## src/rtl/pipe_hazard_ctrl.sv

```systemverilog
// rtl/pipe_hazard_ctrl.sv - DE/AGEX issue sequencer with register scoreboard and branch flush
//
// Purpose:
//   Tracks in-flight register writes with a per-register counter and decides each
//   cycle whether the DE instruction issues to AGEX or stalls. A taken branch in
//   AGEX flushes FE/DE for two cycles (the resolve cycle plus one REDIRECT cycle).
//   Counts stall cycles and taken-branch redirects.
//
// Ports:
//   clk, reset                   clock (rising edge), synchronous active-high reset
//   de_*                         decoded instruction in DE (sources, destination, valid)
//   agex_valid, agex_br_taken    branch resolution in AGEX
//   wb_valid, wb_rd, wb_wr_reg   retiring instruction in WB
//   issue_de, stall_de           DE advance / hold FE+DE latches
//   flush_fe, flush_de           redirect FE / bubble into DE->AGEX latch
//   busy_vec                     per-register "write in flight" flags (bit 0 always 0)
//   sb_err                       sticky scoreboard underflow flag
//   stall_cycles, flush_events   wrapping performance counters
module pipe_hazard_ctrl #(
  parameter int NREGS     = 32,
  parameter int REGNOBITS = 5,
  parameter int CNTBITS   = 2,
  parameter int PERFBITS  = 32
) (
  input  logic                 clk,
  input  logic                 reset,
  input  logic                 de_valid,
  input  logic [REGNOBITS-1:0] de_rs1,
  input  logic                 de_rs1_used,
  input  logic [REGNOBITS-1:0] de_rs2,
  input  logic                 de_rs2_used,
  input  logic [REGNOBITS-1:0] de_rd,
  input  logic                 de_wr_reg,
  input  logic                 agex_valid,
  input  logic                 agex_br_taken,
  input  logic                 wb_valid,
  input  logic [REGNOBITS-1:0] wb_rd,
  input  logic                 wb_wr_reg,
  output logic                 issue_de,
  output logic                 stall_de,
  output logic                 flush_fe,
  output logic                 flush_de,
  output logic [NREGS-1:0]     busy_vec,
  output logic                 sb_err,
  output logic [PERFBITS-1:0]  stall_cycles,
  output logic [PERFBITS-1:0]  flush_events
);

  localparam logic [CNTBITS-1:0] CNT_MAX = '1;

  typedef enum logic {RUN = 1'b0, REDIRECT = 1'b1} state_t;

  state_t               state_q, state_d;
  logic [CNTBITS-1:0]   count_q [NREGS];
  logic [CNTBITS-1:0]   count_d [NREGS];
  logic [CNTBITS-1:0]   eff     [NREGS];
  logic [NREGS-1:0]     dec;
  logic [NREGS-1:0]     inc;
  logic                 sb_err_q, sb_err_d;
  logic [PERFBITS-1:0]  stall_cycles_q, stall_cycles_d;
  logic [PERFBITS-1:0]  flush_events_q, flush_events_d;
  logic                 raw, sat, take_br, flush;

  // Retire decrement and the WB-bypassed view of each counter, so an instruction
  // whose producer retires this very cycle does not wait an extra cycle.
  always_comb begin
    for (int r = 0; r < NREGS; r++) begin
      dec[r] = wb_valid & wb_wr_reg & (wb_rd == REGNOBITS'(r)) & (r != 0);
      eff[r] = (dec[r] && count_q[r] != '0) ? count_q[r] - CNTBITS'(1) : count_q[r];
    end
  end

  always_comb begin
    raw      = (de_rs1_used & (de_rs1 != '0) & (eff[de_rs1] != '0))
             | (de_rs2_used & (de_rs2 != '0) & (eff[de_rs2] != '0));
    sat      = de_wr_reg & (de_rd != '0) & (eff[de_rd] == CNT_MAX);
    // A bubble sits in AGEX during REDIRECT, so its branch flag is not trusted then.
    take_br  = (state_q == RUN) & agex_valid & agex_br_taken;
    flush    = take_br | (state_q == REDIRECT);
    issue_de = de_valid & ~raw & ~sat & ~flush;
    stall_de = de_valid & (raw | sat) & ~flush;
    flush_fe = flush;
    flush_de = flush;
  end

  always_comb begin
    sb_err_d = sb_err_q;
    for (int r = 0; r < NREGS; r++) begin
      inc[r]     = issue_de & de_wr_reg & (de_rd == REGNOBITS'(r)) & (r != 0);
      count_d[r] = count_q[r];
      if (inc[r] && !dec[r]) begin
        count_d[r] = count_q[r] + CNTBITS'(1);
      end else if (dec[r] && !inc[r] && count_q[r] != '0) begin
        count_d[r] = count_q[r] - CNTBITS'(1);
      end
      // Underflow holds the count at 0 and is remembered until reset.
      if (dec[r] && count_q[r] == '0) begin
        sb_err_d = 1'b1;
      end
    end
  end

  always_comb begin
    state_d        = RUN;
    if (take_br) begin
      state_d = REDIRECT;
    end
    stall_cycles_d = stall_cycles_q + PERFBITS'(stall_de);
    flush_events_d = flush_events_q + PERFBITS'(take_br);
  end

  always_ff @(posedge clk) begin
    if (reset) begin
      state_q        <= RUN;
      sb_err_q       <= 1'b0;
      stall_cycles_q <= '0;
      flush_events_q <= '0;
      for (int r = 0; r < NREGS; r++) begin
        count_q[r] <= '0;
      end
    end else begin
      state_q        <= state_d;
      sb_err_q       <= sb_err_d;
      stall_cycles_q <= stall_cycles_d;
      flush_events_q <= flush_events_d;
      for (int r = 0; r < NREGS; r++) begin
        count_q[r] <= count_d[r];
      end
    end
  end

  always_comb begin
    busy_vec = '0;
    for (int r = 1; r < NREGS; r++) begin
      busy_vec[r] = (count_q[r] != '0);
    end
  end

  assign sb_err       = sb_err_q;
  assign stall_cycles = stall_cycles_q;
  assign flush_events = flush_events_q;

endmodule
```

## config.mk

```make
export PLATFORM = sky130hd
export DESIGN_NAME = pipe_hazard_ctrl
export DESIGN_NICKNAME = d
export VERILOG_FILES = /design/src/rtl/pipe_hazard_ctrl.sv
export SDC_FILE = /design/constraint.sdc
export NUM_CORES = 1
export LEC_CHECK = 0
export BUFFER_PORTS_ARGS = -buffer_cell sky130_fd_sc_hd__buf_2
export CORE_AREA = 3 3 200 202
export CTS_BUF_LIST = sky130_fd_sc_hd__clkbuf_4 sky130_fd_sc_hd__clkbuf_8
export DETAILED_ROUTE_END_ITERATION = 10
export DIE_AREA = 0 0 203 205
export PLACE_DENSITY = 0.55
export SKIP_CTS_REPAIR_TIMING = 1
export SLEW_MARGIN = 0
export SYNTH_ARGS = -nofsm -noshare
export SYNTH_HDL_FRONTEND = slang
export SYNTH_SLANG_ARGS = --single-unit
```

## constraint.sdc

```tcl
create_clock -name clk -period 7.5 [get_ports clk]
set_clock_uncertainty 0.2 [all_clocks]
set_input_delay 1.5 -clock clk [delete_from_list [all_inputs] [get_ports clk]]
set_output_delay 1.5 -clock clk [all_outputs]
set_load 0.01 [all_outputs]
```

# After elaboration in Yosys (flattened, before gate mapping)
# Memories as Yosys holds them, arrays and structs flattened.
# Index checks and enable logic that the tools add are counted.
# word_totals
reg_bits	66
latch_bits	0
ramBits	64
romBits	0
output_inout_bits	101
wordCells	708
mem_count	1
# memory_table
name	words	word_bits	read_ports	rd_clocked_by_memory_dff	wr	line	rtl
count_q	32	2	32	0	32	54	logic [CNTBITS-1:0] count_q [NREGS];
# classes
addsub	64
multipliers	0
n_div	0
order_cmp	3
eq_ne	63
shift	0
mux	169
n_bitwise	119
n_reduce_logical	285
# ops
cell	count
2-to-1 mux 2 bit	131
== test 5 bit, second input constant	32
logical AND 1 bit	155
== test 5 x 4 -> 1 bit, second input constant	16
AND 1 bit	77
nonzero test 2 bit	33
adder 32 x 1 -> 32 bit	2
adder 2 x 1 -> 2 bit, second input constant	31
zero test 1 bit	62
zero test 2 bit	31
subtractor 2 x 1 -> 2 bit, second input constant	31
== test 5 x 3 -> 1 bit, second input constant	8
2-to-1 mux 1 bit	35
OR 1 bit	35
nonzero test 31 bit	1
binary-select mux 2 bit (select 5 bit)	3
== test 5 x 2 -> 1 bit, second input constant	4
>= comparator 6 bit, second input constant	3
inverter 5 -> 6 bit	3
nonzero test 5 bit	3
== test 5 x 1 -> 1 bit, second input constant	2
inverter 1 bit	4
== test 2 bit, second input constant	1

# Longest topological paths before layout
# Gate-level depths: netlist of the first run.
# logic_depth
ltp_word	34
depth_mapped	23
ltp_nobuf	19

# Worst setup path after synthesis of the first run
# OpenSTA, ideal clock, no wires.
# synth_path
kind	input port to output port
start	in wb_rd[4]
end	out issue_de
t_arrival_ns	4.336
path_slack_ns	1.464
stages	13
n_path_buf	3
path_cell_list	buf_2 > clkbuf_1 > nand4b_1 > nor3_1 > mux2i_1 > a211oi_1 > o41ai_1 > o21ai_0 > o32a_1 > nor2_1 > clkbuf_1 > nand2_1 > nor2_1
# synth_via
elab_chain_len	14
elab_cells_between_ends	145
# synth_lines
item	line	rtl
start: declaration	37	input logic [REGNOBITS-1:0] wb_rd,
== test 5 bit, or another cell as far along	68	dec[r] = wb_valid & wb_wr_reg & (wb_rd == REGNOBITS'(r)) & (r != 0);
AND 1 bit	68	
logical AND 1 bit	69	eff[r] = (dec[r] && count_q[r] != '0) ? count_q[r] - CNTBITS'(1) : count_q[r];
2-to-1 mux 2 bit	69	
binary-select mux 2 bit (select 5 bit), on equally long branches	74, 75	
2-to-1 mux 2 bit, on equally long branches (2 in a row)	74, 75	
nonzero test 2 bit, on equally long branches	74, 75	
AND 1 bit, on equally long branches	74, 75	
OR 1 bit	75	| (de_rs2_used & (de_rs2 != '0) & (eff[de_rs2] != '0));
inverter 1 bit	80	issue_de = de_valid & ~raw & ~sat & ~flush;
AND 1 bit	80	
AND 1 bit * (2 in a row)	80	
end: declaration	39	output logic issue_de,
# Every way passes the cells marked *; elsewhere a longest branch is shown, timed or not. The select of a mux whose other input is x is not followed.

# Worst setup path in the final report of the first run
# layout_path
start	in wb_rd[1]
end	out stall_de
# layout_via
elab_chain_len	13
elab_cells_between_ends	143
# layout_lines
item	line	rtl
== test 5 bit, or another cell as far along	68	
AND 1 bit	68	
logical AND 1 bit	69	
2-to-1 mux 2 bit	69	
binary-select mux 2 bit (select 5 bit), on equally long branches	74, 75	
2-to-1 mux 2 bit, on equally long branches (2 in a row)	74, 75	
nonzero test 2 bit, on equally long branches	74, 75	
AND 1 bit, on equally long branches	74, 75	
OR 1 bit	75	
OR 1 bit *	81	stall_de = de_valid & (raw | sat) & ~flush;
AND 1 bit * (2 in a row)	81	
end: declaration	40	output logic stall_de,
# Marks and branches as above.

==> insert_results.sql, run 1 <==
INSERT INTO impl_metrics (metric_group, metric, value, unit) VALUES
('hold_path', 'worstHoldPathType', 'reg -> reg', ''),
('logic_synthesis', 'post_synth_most_frequent_cells', '136 x sky130_fd_sc_hd__nor2_1, 128 x sky130_fd_sc_hd__dfxtp_1, 121 x sky130_fd_sc_hd__nand2_1', ''),
('worst_setup_path', 'critical-path-max-stage-delay', '0.79', 'ns'),
('worst_setup_path', 'critical_path_class', 'in -> out', ''),
('drt', 'route.detailed.drc', '0', ''),
('clock_network', 'cts_buffer_depth', '2', ''),
('worst_setup_path', 'reg2reg_setup_slack', '2.24', 'ns'),
('run', 'maxCapViolCount', '0', ''),
('clock_network', 'cts_htree_levels', '4', ''),
('clock_network', 'tritoncts.num_buffers', '17', ''),
('timing', 'timing.final.setup_violations', '0', ''),
('finish', 'drive_gt1_share', '16.5', '%'),
('timing', 'rsz0062_at_grt', 'no', ''),
('finish', 'area_delta_synth_final', '13.8', '%'),
('worst_setup_path', 'critPathMaxFanout', '19', ''),
('logic_synthesis', 'synth_compound_gate_area_share', '22.4', '%'),
('clock_network', 'cts.clk_slew.worst_paths', '0.08', 'ns'),
('finish', 'finish.net_count', '1555', ''),
('drt', 'drt-total-wl', '44900', 'um'),
('logic_synthesis', 'syn_area', '0.0107', 'mm2'),
('grt', 'grt_util_all_layers', '21.2', '%'),
('clock_network', 'root_buffer', 'sky130_fd_sc_hd__clkbuf_8', ''),
('logic_synthesis', 'avgSynthCellArea', '7.62', 'um2'),
('grt', 'vias_in_the_first_global_route', '10900', ''),
('finish', 'antenna_cells_inserted', '0', ''),
('timing', 'hold_violations', '0', ''),
('floorplanning', 'fp.dieW', '203', 'um'),
('logic_synthesis', 'dominant_combinational_cell_family_by_area_after_synthesis', 'simple AND/OR/NAND/NOR gates', ''),
('logic_synthesis', 'synthMuxAreaShare', '5.72', '%'),
('place', 'gp_congestion', '0.982', ''),
('clock_network', 'cts_tree', 'done', ''),
('grt', 'number_of_antenna_violations_at_the_first_check_in_global_routing', '2', ''),
('floorplanning', 'fp.dieArea', '0.0416', 'mm2'),
('drt', 'vias_per_cell', '5.70', ''),
('timing', 'max_transition_viols_final', '0', ''),
('timing', 'slew_headroom', '30.7', '%'),
('logic_synthesis', 'synth_fa_ha_area_share', '4.10', '%'),
('clock_network', 'clock_latency_at_the_later_pin_of_the_worst_skew_pair', '0.49', 'ns'),
('logic_synthesis', 'syn_nets', '1468', ''),
('floorplanning', 'placeableCoreArea', '0.0385', 'mm2'),
('run_status', 'status', 'complete, no violations', ''),
('logic_synthesis', 'synth_most_common_cell', 'sky130_fd_sc_hd__nor2_1', ''),
('worst_setup_path', 'regToRegStartpoint', 'count_q[1][30]$_SDFFE_PP0P_', ''),
('logic_synthesis', 'synth_area_leader_cell', 'sky130_fd_sc_hd__dfxtp_1', ''),
('drt', 'drtIter0Drc', '1004', ''),
('logic_synthesis', 'post_synth_edffs', '0', ''),
('place', 'pre_cts_ws', '0.914', 'ns'),
('logic_synthesis', 'sequential_share_of_the_synthesized_area', '24.0', '%'),
('logic_synthesis', 'ys_types', '92', ''),
('logic_synthesis', 'synth-xor-area-share', '6.47', '%'),
('logic_synthesis', 'asyncSetResetFlopFracSynth', '0', '%'),
('floorplanning', 'die_h', '205', 'um'),
('finish', 'fillers', '4188', ''),
('drt', 'firstDrtPassIters', '6', ''),
('timing', 'postLayoutSetupSlackWorst', '0.830', 'ns'),
('timing', 'peak_clock_frequency_supported_by_timing', '150', 'MHz'),
('pwr', 'total_leakage_power', '4.55', 'nW'),
('place', 'numPortBuffers', '129', ''),
('logic_synthesis', 'synth-simple-area-share', '29.8', '%'),
('floorplanning', 'std_cell_rows', '72', ''),
('logic_synthesis', 'synth.ff_latch_count', '128', ''),
('worst_setup_path', 'timing.critical_path.cells', 'buf_2 -> nand2_1 -> or4_1 -> or3_1 -> a31oi_1 -> and4_1 -> o2111ai_1 -> nand2_1 -> o211ai_1 -> a21oi_1 -> buf_2', ''),
('timing', 'fin_crit', '6.67', 'ns'),
('worst_setup_path', 'crit_start', 'wb_rd[1]', ''),
('worst_setup_path', 'critPathLaunchType', 'primary input', ''),
('floorplanning', 'ioPinCount', '131', ''),
('logic_synthesis', 'synth_area_leaders', 'sky130_fd_sc_hd__dfxtp_1 24%, sky130_fd_sc_hd__nor2_1 4.8%, sky130_fd_sc_hd__nand2_1 4.2%', ''),
('pwr', 'design_power_total', '1.75', 'mW'),
('grt', 'global_route_wire_length_before_repair', '67500', 'um'),
('drt', 'drt-wirelength-per-cell', '22.2', 'um'),
('worst_setup_path', 'worstPathArrival', '4.97', 'ns');
worst min path at each step:
stage	startpoint	to	cells past startpoint	slack, ns
after floorplan	state_q$_SDFF_PP0_	state_q$_SDFF_PP0_	1	0.22
after global placement	state_q$_SDFF_PP0_	state_q$_SDFF_PP0_	1	0.24
after detailed placement	state_q$_SDFF_PP0_	state_q$_SDFF_PP0_	1	0.24
after CTS	state_q$_SDFF_PP0_	state_q$_SDFF_PP0_	1	0.26
after global routing	state_q$_SDFF_PP0_	state_q$_SDFF_PP0_	1	0.28
final	state_q$_SDFF_PP0_	state_q$_SDFF_PP0_	1	0.26
power breakdown:
part	internal [mW]	leakage (nW)	switching (mW)
clock network	0.312	0.206	0.362
logic	0.111	3.31	0.254
registers	0.695	1.03	0.0155
routing by layer:
layer | part of all wire, % | wire (um) | global-route usage (%)
met1 | 43 | 19400 | 28.1
met2 | 42 | 19100 | 32.4
met3 | 9.6 | 4330 | 5.69
met4 | 4.8 | 2150 | 9.08
met5 | 0.060 | 27 | 0
placed cells by master, fill, tap and decap left out, drive strengths merged, types with 17 or more instances in the layout:
master / Yosys / layout
nand2b: 17 / 17
a21o: 20 / 20
nor3: 49 / 49
nand2: 121 / 121
a311oi: 19 / 19
or3: 22 / 22
ha: 35 / 35
xnor2: 34 / 34
clkbuf: 53 / 18
nor2b: 17 / 17
mux2: 21 / 21
o21ai: 27 / 27
mux2i: 33 / 33
inv: 112 / 119
nand4: 30 / 30
nor2: 136 / 136
nand3: 70 / 70
xor2: 45 / 45
nor4: 29 / 29
a31oi: 25 / 25
buf: 25 / 146
and3: 26 / 26
a211oi: 26 / 26
a21oi: 72 / 72
dfxtp: 128 / 128
registers in the layout, indices dropped and copies added (netlist names):
register / count
flush_events: 32
stall_cycles: 32
state_q: 1
count_q: 62
sb_err: 1
cell type report:
cell class / instances / area (um2) / area share [%]
inverters: 112 / 420 / 3.46
repair buffers: 146 / 776 / 6.38
clock buffers: 18 / 241 / 1.98
well taps: 518 / 648 / 5.33
flip-flops and latches: 128 / 2560 / 21.1
multi-input cells: 1085 / 7340 / 60.4
clock inverters: 14 / 173 / 1.42
critical path: cells and delay by family:
family                 cells  cell delay (ns)
and+or+nand+nor            5             2.14
buffers and inverters      2             0.46
AOI/OAI and AO/OA          4             0.85
metrics by stage:
stage | instance area (um2) | utilization (%) | hold slack [ns] | std cells
after CTS | 12200 | 31.6 | 0.263 | 2021
after global placement | 11800 | 30.5 | 0.242 | 1989
after detailed placement | 11800 | 30.5 | 0.242 | 1989
final | 12200 | 31.6 | 0.264 | 2021
after global routing | 12200 | 31.6 | 0.284 | 2021
after floorplan | 10700 | - | 0.222 | 1403
logic make-up after synthesis:
family,after synthesis
AOI/OAI and AO/OA,330
xor gates and xnor gates,79
adders and majority gates,35
buffers and inverters,190
DFF,128
muxes,56
other,1
and+or+nand+nor,584
No activity file was read; power rests on OpenSTA's default activity.
==> inputs of run 2 (changes only) <==
Settings changed: CORE_AREA 3 3 200 202 to 2 2 199 201, DIE_AREA 0 0 203 205 to 0 0 201 203.
==> run 2 against run 1 <==
Effect of this change: wire length down 0.71%; register-to-register slack worse by 0.17 ns; setup slack worse by 0.19 ns; first-iteration DRC count decreased by 7.7%.
==> insert_results.sql, run 2 (synthesis gave the netlist of run 1 again) <==
INSERT INTO impl_metrics (metric_group, metric, value, unit) VALUES
('run_status', 'status', 'complete, no violations', ''),
('timing', 'max_transition_viols_final', '0', ''),
('drt', 'route.detailed.drc', '0', ''),
('place', 'numPortBuffers', '129', ''),
('worst_setup_path', 'timing.critical_path.cells', 'buf_2 -> nand3_4 -> or3_1 -> o311ai_0 -> nand3_1 -> nor4_1 -> nand4_1 -> nand2_1 -> o211ai_1 -> a21oi_1 -> buf_2', ''),
('timing', 'timing.final.setup_violations', '0', ''),
('grt', 'grt_overflow_total', '0', ''),
('worst_setup_path', 'timing.critical_path.slowest_stage_cell', 'sky130_fd_sc_hd__nor4_1', ''),
('timing', 'slew_headroom', '41.3', '%'),
('finish', 'finish.net_count', '1560', ''),
('grt', 'vias_in_the_first_global_route', '10900', ''),
('drt', 'routed_antenna_nets', '0', ''),
('finish', 'most_frequent_standard_cell_in_the_layout_excluding_fill_and_tap_cells', 'sky130_fd_sc_hd__nor2_1', ''),
('grt', 'grt_util_all_layers', '21.9', '%'),
('worst_setup_path', 'critPathMaxFanout', '19', ''),
('finish', 'drive_gt1_share', '16.7', '%'),
('timing', 'period_share', '91.5', '%'),
('worst_setup_path', 'worstPathArrival', '5.16', 'ns'),
('finish', 'antenna_cells_inserted', '0', ''),
('clock_network', 'cts_htree_levels', '4', ''),
('pwr', 'total_leakage_power', '4.58', 'nW'),
('floorplanning', 'die_h', '203', 'um'),
('timing', 'summed_negative_setup_slack_over_all_endpoints', '0', 'ns'),
('timing', 'fin_hold_ws', '0.267', 'ns'),
('drt', 'drtIter0Drc', '927', ''),
('drt', 'firstDrtPassIters', '8', ''),
('hold_path', 'worstHoldPathType', 'reg -> reg', ''),
('worst_setup_path', 'critical-path-top-cell-by-count', 'sky130_fd_sc_hd__buf_2', ''),
('floorplanning', 'std_cell_rows', '72', ''),
('worst_setup_path', 'critical-path-max-stage-delay', '0.59', 'ns'),
('pwr', 'design_power_total', '1.75', 'mW'),
('worst_setup_path', 'cp.buffers_inverters', '2', ''),
('place', 'pre_cts_ws', '0.732', 'ns'),
('finish', 'fillers', '4203', ''),
('worst_setup_path', 'critical_path_class', 'in -> out', ''),
('timing', 'postLayoutSetupSlackWorst', '0.637', 'ns'),
('clock_network', 'tritoncts.num_buffers', '17', ''),
('timing', 'rsz0062_at_grt', 'no', ''),
('run', 'maxCapViolCount', '0', ''),
('floorplanning', 'fp.dieArea', '0.0408', 'mm2'),
('clock_network', 'clock_latency_at_the_later_pin_of_the_worst_skew_pair', '0.51', 'ns'),
('finish', 'max_flop_register', 'count_q', ''),
('drt', 'drt-total-wl', '44600', 'um'),
('clock_network', 'cts.clk_slew.worst_paths', '0.08', 'ns'),
('pwr', 'powerDensity', '143', 'mW/mm2'),
('drt', 'via_count', '11600', ''),
('clock_network', 'root_buffer', 'sky130_fd_sc_hd__clkbuf_8', ''),
('place', 'hpwl', '34200', 'um'),
('clock_network', 'clkSinkCount', '128', ''),
('worst_setup_path', 'timing.critical_path.required', '5.80', 'ns'),
('floorplanning', 'start_util', '27.8', '%'),
('place', 'gp_congestion', '1.06', ''),
('finish', 'area_delta_synth_final', '14.1', '%'),
('grt', 'global_route_wire_length_before_repair', '68000', 'um'),
('worst_setup_path', 'cp-end-kind', 'primary output', ''),
('drt', 'drt-wirelength-per-cell', '22.0', 'um'),
('timing', 'peak_clock_frequency_supported_by_timing', '146', 'MHz'),
('worst_setup_path', 'reg2reg_setup_slack', '2.07', 'ns'),
('clock_network', 'cts_tree', 'done', ''),
('grt', 'number_of_antenna_violations_at_the_first_check_in_global_routing', '3', ''),
('worst_setup_path', 'family_with_the_most_delay_on_the_worst_path', 'simple AND/OR/NAND/NOR gates', ''),
('finish', 'largest_register_ff_count', '62', ''),
('floorplanning', 'placeableCoreArea', '0.0385', 'mm2'),
('timing', 'max_slew.worst_pin.slew', '0.877', 'ns'),
('drt', 'vias_per_cell', '5.71', ''),
('floorplanning', 'ioPinCount', '131', ''),
('clock_network', 'cts_buffer_depth', '2', ''),
('worst_setup_path', 'critPathLaunchType', 'primary input', ''),
('timing', 'fin_crit', '6.86', 'ns'),
('finish', 'most-common-layout-cells', '135 x sky130_fd_sc_hd__nor2_1, 128 x sky130_fd_sc_hd__dfxtp_1, 128 x sky130_fd_sc_hd__buf_2', ''),
('timing', 'hold_violations', '0', ''),
('grt', 'grt_start_max_net_pins', '76', ''),
('floorplanning', 'fp.dieW', '201', 'um'),
('pwr', 'vdd_ir_drop_max', '0.123', 'mV');
## run 2: changes by cell type in the layout (fill, tap and decap cells not counted), moves of 2 or more
cell                       delta
sky130_fd_sc_hd__clkbuf_4     +3
sky130_fd_sc_hd__clkinv_2     +2
sky130_fd_sc_hd__inv_8        -4
sky130_fd_sc_hd__inv_6        -2
sky130_fd_sc_hd__buf_4        +5
## run 2: final timing paths
path                                                  start                          end  cells past startpoint
worst max-delay path                               wb_rd[4]                     stall_de                     11
worst min-delay path                     state_q$_SDFF_PP0_           state_q$_SDFF_PP0_                      1
worst max register to register  count_q[1][30]$_SDFFE_PP0P_  stall_cycles[28]$_SDFF_PP0_                     19
worst min register to register           state_q$_SDFF_PP0_           state_q$_SDFF_PP0_                      1
## run 2: through the flow
step	utilization, %	std cells	area, um2
after floorplan	-	1403	10700
after global placement	30.6	1994	11800
after detailed placement	30.6	1994	11800
after CTS	31.7	2025	12200
after global routing	31.7	2025	12200
final	31.7	2025	12200
## run 2: routing by layer
layer	global-route usage, %	share of wire, %	vias up
li1	-	-	5340
met1	28.5	43	5509
met2	33.3	43	580
met3	5.81	8.9	120
met4	11.1	4.3	6
met5	0	0.096	-
## run 2: final cells by class
cell class              count  area [um2]  share of cell area, %
repair buffers            151         813                   6.67
well taps                 518         648                   5.31
clock inverters             9         134                   1.10
inverters                 112         420                   3.45
multi-input cells        1085        7340                   60.2
flip-flops and latches    128        2560                   21.0
clock buffers              22         278                   2.28
## run 2: power by group
group	internal, mW	leakage (nW)	switching [mW]
Combinational	0.113	3.34	0.253
Clock	0.351	0.211	0.320
Sequential	0.695	1.03	0.0151
==> inputs of run 3 (changes only) <==
Settings changed: CORE_AREA 2 2 199 201 to 2 2 163 165, DIE_AREA 0 0 201 203 to 0 0 165 167, PLACE_DENSITY 0.55 to 0.71.
==> run 3 against run 2 <==
Effect of this change: maximum frequency is 2.5% higher; non-clock buffer count fell by 6; die area fell by 32%; sequential power about the same; critical endpoint unchanged; sequential cell count did not move; largest power group unchanged; combinational power shrank 4%; cell area fell by 2.1%.
==> insert_results.sql, run 3 (synthesis gave the netlist of run 1 again) <==
INSERT INTO impl_metrics (metric_group, metric, value, unit) VALUES
('hold_path', 'min_delay_worst_endpoint', 'state_q$_SDFF_PP0_', ''),
('finish', 'area_delta_synth_final', '11.7', '%'),
('finish', 'stdcell_area', '0.0119', 'mm2'),
('worst_setup_path', 'reg2reg_depth', '19', ''),
('place', 'gp_congestion', '1.03', ''),
('worst_setup_path', 'critical_path_class', 'in -> out', ''),
('finish', 'layout.area.seq', '0.00256', 'mm2'),
('floorplanning', 'placeableCoreArea', '0.0258', 'mm2'),
('floorplanning', 'std_cell_rows', '59', ''),
('timing', 'peak_clock_frequency_supported_by_timing', '149', 'MHz'),
('grt', 'number_of_antenna_violations_at_the_first_check_in_global_routing', '0', ''),
('finish', 'most_frequent_standard_cell_in_the_layout_excluding_fill_and_tap_cells', 'sky130_fd_sc_hd__nor2_1', ''),
('finish', 'max_flop_register', 'count_q', ''),
('floorplanning', 'ioPinCount', '131', ''),
('timing', 'slew_headroom', '34.5', '%'),
('worst_setup_path', 'critical-path-max-stage-delay', '0.57', 'ns'),
('finish', 'finish.net_count', '1554', ''),
('drt', 'drtIter0Drc', '1301', ''),
('drt', 'drt-total-wl', '41200', 'um'),
('timing', 'fin_crit', '6.70', 'ns'),
('finish', 'multiInputGateArea', '0.00734', 'mm2'),
('drt', 'vias_per_cell', '6.32', ''),
('worst_setup_path', 'regToRegStartpoint', 'count_q[1][30]$_SDFFE_PP0P_', ''),
('place', 'hpwl', '30900', 'um'),
('timing', 'timing.final.setup_violations', '0', ''),
('clock_network', 'cts.clk_slew.worst_paths', '0.09', 'ns'),
('worst_setup_path', 'critPathLaunchType', 'primary input', ''),
('grt', 'grt_start_max_net_pins', '75', ''),
('floorplanning', 'fp.dieArea', '0.0276', 'mm2'),
('drt', 'via_count', '11600', ''),
('worst_setup_path', 'timing.critical_path.slowest_stage_cell', 'sky130_fd_sc_hd__or3_1', ''),
('hold_path', 'min_path_cells', '1', ''),
('timing', 'max_slew.worst_pin.slew', '0.980', 'ns'),
('clock_network', 'tritoncts.num_buffers', '17', ''),
('clock_network', 'cts_htree_levels', '4', ''),
('finish', 'antenna_cells_inserted', '0', ''),
('worst_setup_path', 'cp-end-kind', 'primary output', ''),
('grt', 'grt-busiest-layer', 'met2', ''),
('drt', 'route.detailed.drc', '0', ''),
('finish', 'fillers', '2619', ''),
('drt', 'drt-wirelength-per-cell', '22.4', 'um'),
('finish', 'drive_gt1_share', '16.4', '%'),
('floorplanning', 'fp.dieW', '165', 'um'),
('drt', 'routed_antenna_nets', '0', ''),
('worst_setup_path', 'worstPathArrival', '5.00', 'ns'),
('pwr', 'total_leakage_power', '4.56', 'nW'),
('finish', 'final_core_utilization', '46.3', '%'),
('worst_setup_path', 'r2r-end', 'stall_cycles[30]$_SDFF_PP0_', ''),
('worst_setup_path', 'critPathMaxFanout', '19', ''),
('timing', 'period_share', '89.3', '%'),
('place', 'numPortBuffers', '129', ''),
('pwr', 'design_power_total', '1.74', 'mW'),
('place', 'pre_cts_ws', '1.05', 'ns'),
('clock_network', 'cts_tree', 'done', ''),
('hold_path', 'holdCritStartpoint', 'state_q$_SDFF_PP0_', ''),
('timing', 'postLayoutSetupSlackWorst', '0.804', 'ns'),
('grt', 'gr-usage-met1', '38.8', '%'),
('finish', 'largest_register_ff_count', '62', ''),
('clock_network', 'cts_buffer_depth', '2', ''),
('timing', 'rsz0062_at_grt', 'no', ''),
('worst_setup_path', 'timing.critical_path.required', '5.80', 'ns'),
('worst_setup_path', 'timing.critical_path.cells', 'buf_2 -> nand3_4 -> or3_1 -> o311ai_0 -> nand3_1 -> nor4_1 -> nand4_1 -> nand2_1 -> o211ai_1 -> a21oi_1 -> buf_2', ''),
('worst_setup_path', 'reg2reg_setup_slack', '2.26', 'ns'),
('clock_network', 'root_buffer', 'sky130_fd_sc_hd__clkbuf_8', ''),
('grt', 'vias_in_the_first_global_route', '10800', ''),
('run', 'maxCapViolCount', '0', ''),
('timing', 'hold_violations', '0', ''),
('timing', 'fin_hold_ws', '0.267', 'ns'),
('worst_setup_path', 'critical-path-top-cell-by-count', 'sky130_fd_sc_hd__buf_2', ''),
('grt', 'global_route_wire_length_before_repair', '62200', 'um'),
('grt', 'grt_util_all_layers', '29.3', '%'),
('timing', 'max_transition_viols_final', '0', ''),
('run_status', 'status', 'complete, no violations', ''),
('pwr', 'powerDensity', '145', 'mW/mm2'),
('pwr', 'vdd_ir_drop_max', '0.117', 'mV'),
('timing', 'summed_negative_setup_slack_over_all_endpoints', '0', 'ns'),
('floorplanning', 'start_util', '41.5', '%'),
('hold_path', 'worstHoldPathType', 'reg -> reg', ''),
('place', 'place.detailed.instances', '1805', ''),
('floorplanning', 'die_h', '167', 'um'),
('clock_network', 'clkSinkCount', '128', ''),
('finish', 'most-common-layout-cells', '135 x sky130_fd_sc_hd__nor2_1, 128 x sky130_fd_sc_hd__dfxtp_1, 128 x sky130_fd_sc_hd__buf_2', ''),
('grt', 'globalRouteMet2Util', '43.5', '%'),
('grt', 'grt_overflow_total', '0', ''),
('clock_network', 'clock_latency_at_the_later_pin_of_the_worst_skew_pair', '0.48', 'ns'),
('grt', 'grt.met3_usage', '7.47', '%'),
('finish', 'stdcell_count', '1837', ''),
('drt', 'firstDrtPassIters', '8', ''),
('place', 'placement.cell_area', '0.0115', 'mm2');
==> run 3: cell count changes in the layout (fill, tap and decap cells not counted), moves of 2 or more <==
cell	change
sky130_fd_sc_hd__inv_8	+6
sky130_fd_sc_hd__clkinv_8	+3
sky130_fd_sc_hd__clkinv_2	-2
sky130_fd_sc_hd__buf_4	-6
sky130_fd_sc_hd__bufinv_16	-2
sky130_fd_sc_hd__clkbuf_4	-4
==> run 3: how the worst max path moves through the flow <==
| stage | startpoint | to |
|---|---|---|
| finish | wb_rd[4] | stall_de |
| global route | wb_rd[4] | stall_de |
| CTS | wb_rd[4] | stall_de |
| detailed placement | wb_rd[4] | stall_de |
| global placement | wb_rd[1] | stall_de |
| floorplan | wb_rd[4] | issue_de |
==> run 3: critical path, delay by kind of cell <==
family / cells / cell delay, ns
AND/OR/NAND/NOR: 6 / 2.00
buffers and inverters: 2 / 0.54
AO/OA/AOI/OAI: 3 / 0.94
==> run 3: where the power goes <==
| part | switching (mW) | internal (mW) |
|---|---|---|
| clock network | 0.385 | 0.287 |
| registers | 0.0158 | 0.695 |
| logic | 0.243 | 0.111 |
| total | 0.644 | 1.09 |
==> run 3: cell type report <==
class	instances	area share (%)
multi-input cells	1085	61.5
clock buffers	17	1.96
clock inverters	15	1.59
well taps	335	3.51
inverters	112	3.52
repair buffers	145	6.44
flip-flops and latches	128	21.5
==> run 3: metal layers <==
metal	wire length, um	vias to the layer above
li1	-	5315
met2	17300	717
met1	17000	5436
met3	4480	151
met4	2450	0
met5	0	-
